===== config.mk =====
export PLATFORM = sky130hd
export DESIGN_NAME = water_level_encoder
export DESIGN_NICKNAME = d
export VERILOG_FILES = /design/src/rtl/water_level_encoder.sv
export SDC_FILE = /design/constraint.sdc
export NUM_CORES = 1
export LEC_CHECK = 0
export CAP_MARGIN = 5
export CORE_UTILIZATION = 51
export DETAILED_ROUTE_END_ITERATION = 7
export PLACE_DENSITY = 0.73
export SYNTH_ARGS = -nofsm -noshare
export SYNTH_HDL_FRONTEND = slang
export SYNTH_SLANG_ARGS = --single-unit

===== constraint.sdc =====
create_clock -name clk -period 1.65 [get_ports clk]
set_input_delay 0.33 -clock clk [delete_from_list [all_inputs] [get_ports clk]]
set_output_delay 0.33 -clock clk [all_outputs]
set_load 0.01 [all_outputs]

===== src/rtl/water_level_encoder.sv =====
// water_level_encoder: synchronises, debounces and encodes three float switches into a 2-bit level; `define WATER_LEVEL_FAULT_LATCH_EN for a sticky sensor_fault
module water_level_encoder #(
    parameter int DEBOUNCE_CYCLES = 1000,
    localparam int CNT_W = $clog2(DEBOUNCE_CYCLES + 1)
) (
    input  logic       clk,
    input  logic       reset,
    input  logic       sensor_low,
    input  logic       sensor_mid,
    input  logic       sensor_high,
    input  logic       fault_clear,
    output logic [1:0] level,
    output logic       level_valid,
    output logic       level_changed,
    output logic       sensor_fault
);
    typedef enum logic [1:0] {INIT, STABLE, SETTLING} state_t;
    localparam logic [CNT_W-1:0] CNT_MAX = CNT_W'(DEBOUNCE_CYCLES - 1);
    state_t state, state_n;
    logic [2:0] sync1, s, cand, acc, acc_n;
    logic [1:0] fill, code, level_n;
    logic [CNT_W-1:0] cnt;
    logic cand_ok, held, accept, settle_back, cons, valid_n, fault_n, changed_n;
    function automatic logic is_cons(input logic [2:0] p);
        return p == 3'b000 || p == 3'b001 || p == 3'b011 || p == 3'b111;
    endfunction
    assign held = cand_ok && s == cand && cnt == CNT_MAX;
    assign accept = held && (state == INIT || cand != acc);
    assign settle_back = held && state == SETTLING && cand == acc;
    assign acc_n = accept ? cand : acc;
    assign cons = is_cons(cand);
    assign code = {cand[1], cand[2] | (cand[0] & ~cand[1])};
`ifndef WATER_LEVEL_FAULT_LATCH_EN
    logic unused_fault_clear;
    assign unused_fault_clear = fault_clear;
`endif
    // Two-flop synchroniser; fill marks when s holds a real sample rather than reset contents
    always_ff @(posedge clk) begin
        if (reset) begin
            sync1 <= '0;
            s <= '0;
            fill <= '0;
        end else begin
            sync1 <= {sensor_high, sensor_mid, sensor_low};
            s <= sync1;
            fill <= {fill[0], 1'b1};
        end
    end
    // Candidate pattern and saturating stability counter
    always_ff @(posedge clk) begin
        if (reset) begin
            cand_ok <= 1'b0;
            cand <= '0;
            cnt <= '0;
        end else if (fill[1]) begin
            if (!cand_ok || s != cand) begin
                cand_ok <= 1'b1;
                cand <= s;
                cnt <= '0;
            end else if (cnt < CNT_MAX) begin
                cnt <= cnt + 1'b1;
            end
        end
    end
    // Next state and next output values; accept takes priority over settling
    always_comb begin
        state_n = state;
        level_n = level;
        valid_n = level_valid;
        fault_n = sensor_fault;
        changed_n = 1'b0;
        if (accept) begin
            state_n = STABLE;
            if (cons) begin
                level_n = code;
                changed_n = code != level || state == INIT;
`ifdef WATER_LEVEL_FAULT_LATCH_EN
                valid_n = !sensor_fault;
`else
                valid_n = 1'b1;
                fault_n = 1'b0;
`endif
            end else begin
                valid_n = 1'b0;
                fault_n = 1'b1;
            end
        end else if (state == STABLE && s != acc) begin
            state_n = SETTLING;
        end else if (settle_back) begin
            state_n = STABLE;
        end
`ifdef WATER_LEVEL_FAULT_LATCH_EN
        if (fault_clear && sensor_fault && !(accept && !cons)) begin
            fault_n = 1'b0;
            valid_n = is_cons(acc_n);
        end
`endif
    end
    // State, accepted pattern and registered outputs
    always_ff @(posedge clk) begin
        if (reset) begin
            state <= INIT;
            acc <= '0;
            level <= '0;
            level_valid <= 1'b0;
            level_changed <= 1'b0;
            sensor_fault <= 1'b0;
        end else begin
            state <= state_n;
            acc <= acc_n;
            level <= level_n;
            level_valid <= valid_n;
            level_changed <= changed_n;
            sensor_fault <= fault_n;
        end
    end
endmodule


==> run_results.csv <==
group,metric,value,unit
floorplanning,fp.dieH,56.1,µm
floorplanning,core_area,2760,µm²
cells_and_area,diodes,0,
global_routing,grt_busiest_layer,"met2",
clocking,clk_pin_slew_worst_paths,0.11,ns
global_routing,use_met1,0.271,
cells_and_area,areaGrowthSynthToFinish,35.1,%
timing,maxSlewViolCount,0,
detailed_routing,dr_total_vias,1354,
setup_path,cp-startpoint,"cand[1]$_SDFFE_PP0P_",
floorplanning,io_pins,11,
setup_path,cp.arrival,1.96,ns
clocking,cts_buffer_depth,2,
placed_design,post-place-ws,-0.0510,ns
power,netSwitchingFraction,0.276,
synthesis,avgSynthCellArea,9.05,µm²
detailed_routing,drc,0,
floorplanning,row_count,19,
detailed_routing,first_pass_iters,4,
timing,fin_crit_sh,1.04,
setup_path,worst-path-buf-inv,0,
clocking,htreeDepth,2,
synthesis,synth_seq_area_share,0.429,
placed_design,place_hpwl,2330,µm
min_path,worstHoldPathType,"reg -> reg",
detailed_routing,drt-total-wl,3460,µm
setup_path,crit_cells,5,
placed_design,dp.cells,222,
placed_design,portBuffers,9,
timing,period_needed,1.71,ns
setup_path,start_kind,"flip-flop",
setup_path,r2r_start,"cand[1]$_SDFFE_PP0P_",
global_routing,grt.met2_usage,0.391,
timing,fin_ws,-0.0628,ns
global_routing,track_usage,0.232,
power,pwr-share-seq,0.572,
synthesis,ys_top_cells_by_area,"dfxtp_1 (43%), xor2_1 (5.9%), nor2_1 (5.0%)",
detailed_routing,final_antenna_net_count,0,
setup_path,crit_end,"level[0]$_SDFFE_PP0P_",
setup_path,cp-end-kind,"flip-flop",
detailed_routing,wl_per_cell,14.5,µm
timing,setup_viol,5,
clocking,ctsHoldBuffers,0,
power,switchingPower,0.000384,W
status,failed_checks,"setup timing",
power,p_int,0.00101,W
global_routing,overflow,0,
power,p_leak,0.740,nW
synthesis,synth_top_cell_by_area,"dfxtp_1",
timing,hold_violations,0,
floorplanning,fp.dieW,56.1,µm
timing,max_freq,0.584,GHz
detailed_routing,viasPerCell,5.69,
setup_path,cp_max_fo,4,
floorplanning,die_area,3150,µm²
clocking,cts_buffers,5,
power,combPwrFrac,0.086,
global_routing,grt_antenna_before_repair,0,
timing,tightest_slew,0.491,ns
global_routing,grt_max_degree,25,
run,maxCapViolCount,0,
setup_path,crit_type,"reg -> reg",
cells_and_area,stdcell_count,238,
synthesis,yosys.cell_types.count,38,
cells_and_area,drive_gt1_frac,0.362,
power,cellPowerDensity,691,nW/µm²
timing,max_slew_margin,0.670,
synthesis,yosysWarnings,0,
timing,rsz0062_at_grt,"true",
setup_path,required,1.89,ns
placed_design,gp_congestion,0.852,
status,status,"finished, violations left",
synthesis,synth-seq-cells,32,
setup_path,slowest_stage,"a2111o_1",
setup_path,r2r.worst_path.cells,5,
setup_path,reg2reg_slack,-0.06,ns
clocking,cts_tree,"done",
synthesis,syn_nets,172,
global_routing,grt_pass1_wl,5590,µm
clocking,clk_latency,0.35,ns
synthesis,netlist_area,1490,µm²
setup_path,reg2reg_to,"level[0]$_SDFFE_PP0P_",
floorplanning,start_util,0.541,
clocking,root_buffer,"clkbuf_4",
synthesis,syn_inst,165,
detailed_routing,drtIter0Drc,48,
cells_and_area,num-nets-final,213,
clocking,cts.sinks,32,
power,vdd_drop_max,0.785,mV
setup_path,cp_cell_sequence,"xor2_1 > nor3_2 > a2111o_1 > o311ai_2 > o31ai_2",
setup_path,cpPeakStageDelay,0.52,ns
synthesis,synth_top_cell_area_share,0.429,
timing,finClkSkew,0.0119,ns
setup_path,cp_top_family,"compound AO/OA/AOI/OAI gates",
global_routing,use_met3,0.0512,
global_routing,first_global_vias,1289,
power,pwr-share-clk,0.343,
## Yosys cell counts
library cell / n
buf_2: 1
o31a_2: 2
a21oi_1: 12
mux2i_1: 4
a31oi_1: 2
nand3_2: 1
and4_1: 2
nand3_1: 2
nor2_1: 20
a2111oi_4: 1
and2_1: 1
nand4_2: 1
nand4_1: 4
xor2_1: 10
a22oi_1: 1
o21ai_1: 1
ha_1: 1
o31ai_1: 1
o211ai_1: 1
or2_0: 1
clkbuf_1: 4
nor4_1: 4
xnor2_1: 7
o311ai_2: 1
nand2_2: 1
nand2_1: 17
inv_1: 3
nor3_1: 3
a2111o_1: 1
o21ai_0: 3
dfxtp_1: 32
a2111oi_0: 1
or2_2: 1
or3_1: 2
a211oi_1: 4
buf_6: 4
nor3_2: 1
nor2b_1: 7
## per-stage QoR
stage / hold WS [ns] / TNS, ns / power, W / area, µm² / utilization
3_5_place_dp: 0.427 / -0.106 / 0.000908 / 1780 / 0.647
4_1_cts: 0.448 / -0.0295 / 0.00139 / 1890 / 0.687
3_3_place_gp: 0.419 / -0.0223 / 0.000904 / 1780 / 0.647
5_1_grt: 0.467 / -0.999 / 0.00144 / 2020 / 0.731
2_1_floorplan: 0.402 / -0.00224 / 0.000872 / 1530 / -
6_report: 0.449 / -0.233 / 0.00139 / 2020 / 0.731
## worst min-delay path by stage
stage | startpoint | to | slack (ns) | cells past startpoint
after global placement | fill[0]$_DFF_P_ | fill[1]$_SDFF_PP0_ | 0.42 | 1
after global routing | sync1[2]$_SDFF_PP0_ | s[2]$_SDFF_PP0_ | 0.47 | 1
after CTS | sync1[2]$_SDFF_PP0_ | s[2]$_SDFF_PP0_ | 0.45 | 1
final | sync1[2]$_SDFF_PP0_ | s[2]$_SDFF_PP0_ | 0.45 | 1
after detailed placement | sync1[2]$_SDFF_PP0_ | s[2]$_SDFF_PP0_ | 0.43 | 1
after floorplan | reset | s[0]$_SDFF_PP0_ | 0.40 | 1
## area by class of cell
type / instances / area [µm²]
well taps: 31 / 38.8
fillers: 195 / 741
clock inverters: 3 / 23.8
clock buffers: 5 / 37.5
multi-input cells: 121 / 883
flip-flops and latches: 32 / 666
inverters: 3 / 11.3
repair buffers: 43 / 357
## per-layer routing
| metal | vias to the layer above | part of all wire |
|---|---|---|
| met5 | - | 0 |
| met1 | 652 | 0.43 |
| met3 | 11 | 0.036 |
| met4 | 0 | 0.020 |
| li1 | 662 | - |
| met2 | 29 | 0.51 |
## power by group through the flow
stage	clock, W	combinational (W)	sequential [W]
floorplan	0	0.0000635	0.000809
global placement	0	0.0000903	0.000813
detailed placement	0	0.0000935	0.000815
CTS	0.000486	0.000104	0.000799
global route	0.000511	0.000129	0.000798
finish	0.000477	0.000119	0.000796
## kinds of logic after synthesis
| kind of cell | after synthesis | share of synthesized area |
|---|---|---|
| buffers and inverters | 12 | 0.0511 |
| DFF | 32 | 0.429 |
| xor gates and xnor gates | 17 | 0.0997 |
| adders and majority gates | 1 | 0.00838 |
| and+or+nand+nor | 68 | 0.231 |
| AOI/OAI and AO/OA | 31 | 0.153 |
| muxes | 4 | 0.0268 |
## state kept, by name, indices dropped and copies added (netlist names)
register / flops
sensor_fault: 1
state: 2
cand: 3
acc: 3
cand_ok: 1
level: 2
level_changed: 1
sync1: 3
cnt: 10
s: 3
level_valid: 1
fill: 2
## cell usage in the layout, fill, tap and decap left out, types with 2 or more instances in the layout
cell and instances:
buf_4 31, dfxtp_1 20, nor2_1 19, nand2_1 16, a21oi_1 11, xor2_1 10
clkdlybuf4s50_1 9, dfxtp_2 8, nor2b_1 7, clkbuf_4 5, mux2i_1 4, nand4_1 4
nor4_1 4, xnor2_1 4, dfxtp_4 4, inv_1 3, xnor2_4 3, nor3_1 3
a211oi_1 3, buf_6 3, o21ai_1 2, nand2_2 2, nand3_2 2, o31a_2 2
or3_1 2, a31oi_1 2, clkinvlp_4 2
## what timing repair did
item	CTS	global route
endpoints found under the setup margin	9	13
resized for setup	9	22
hold endpoints to repair	0	0
pin swaps	4	13
buffers inserted	4	4
Note: power is estimated with default switching activity, not from simulation.
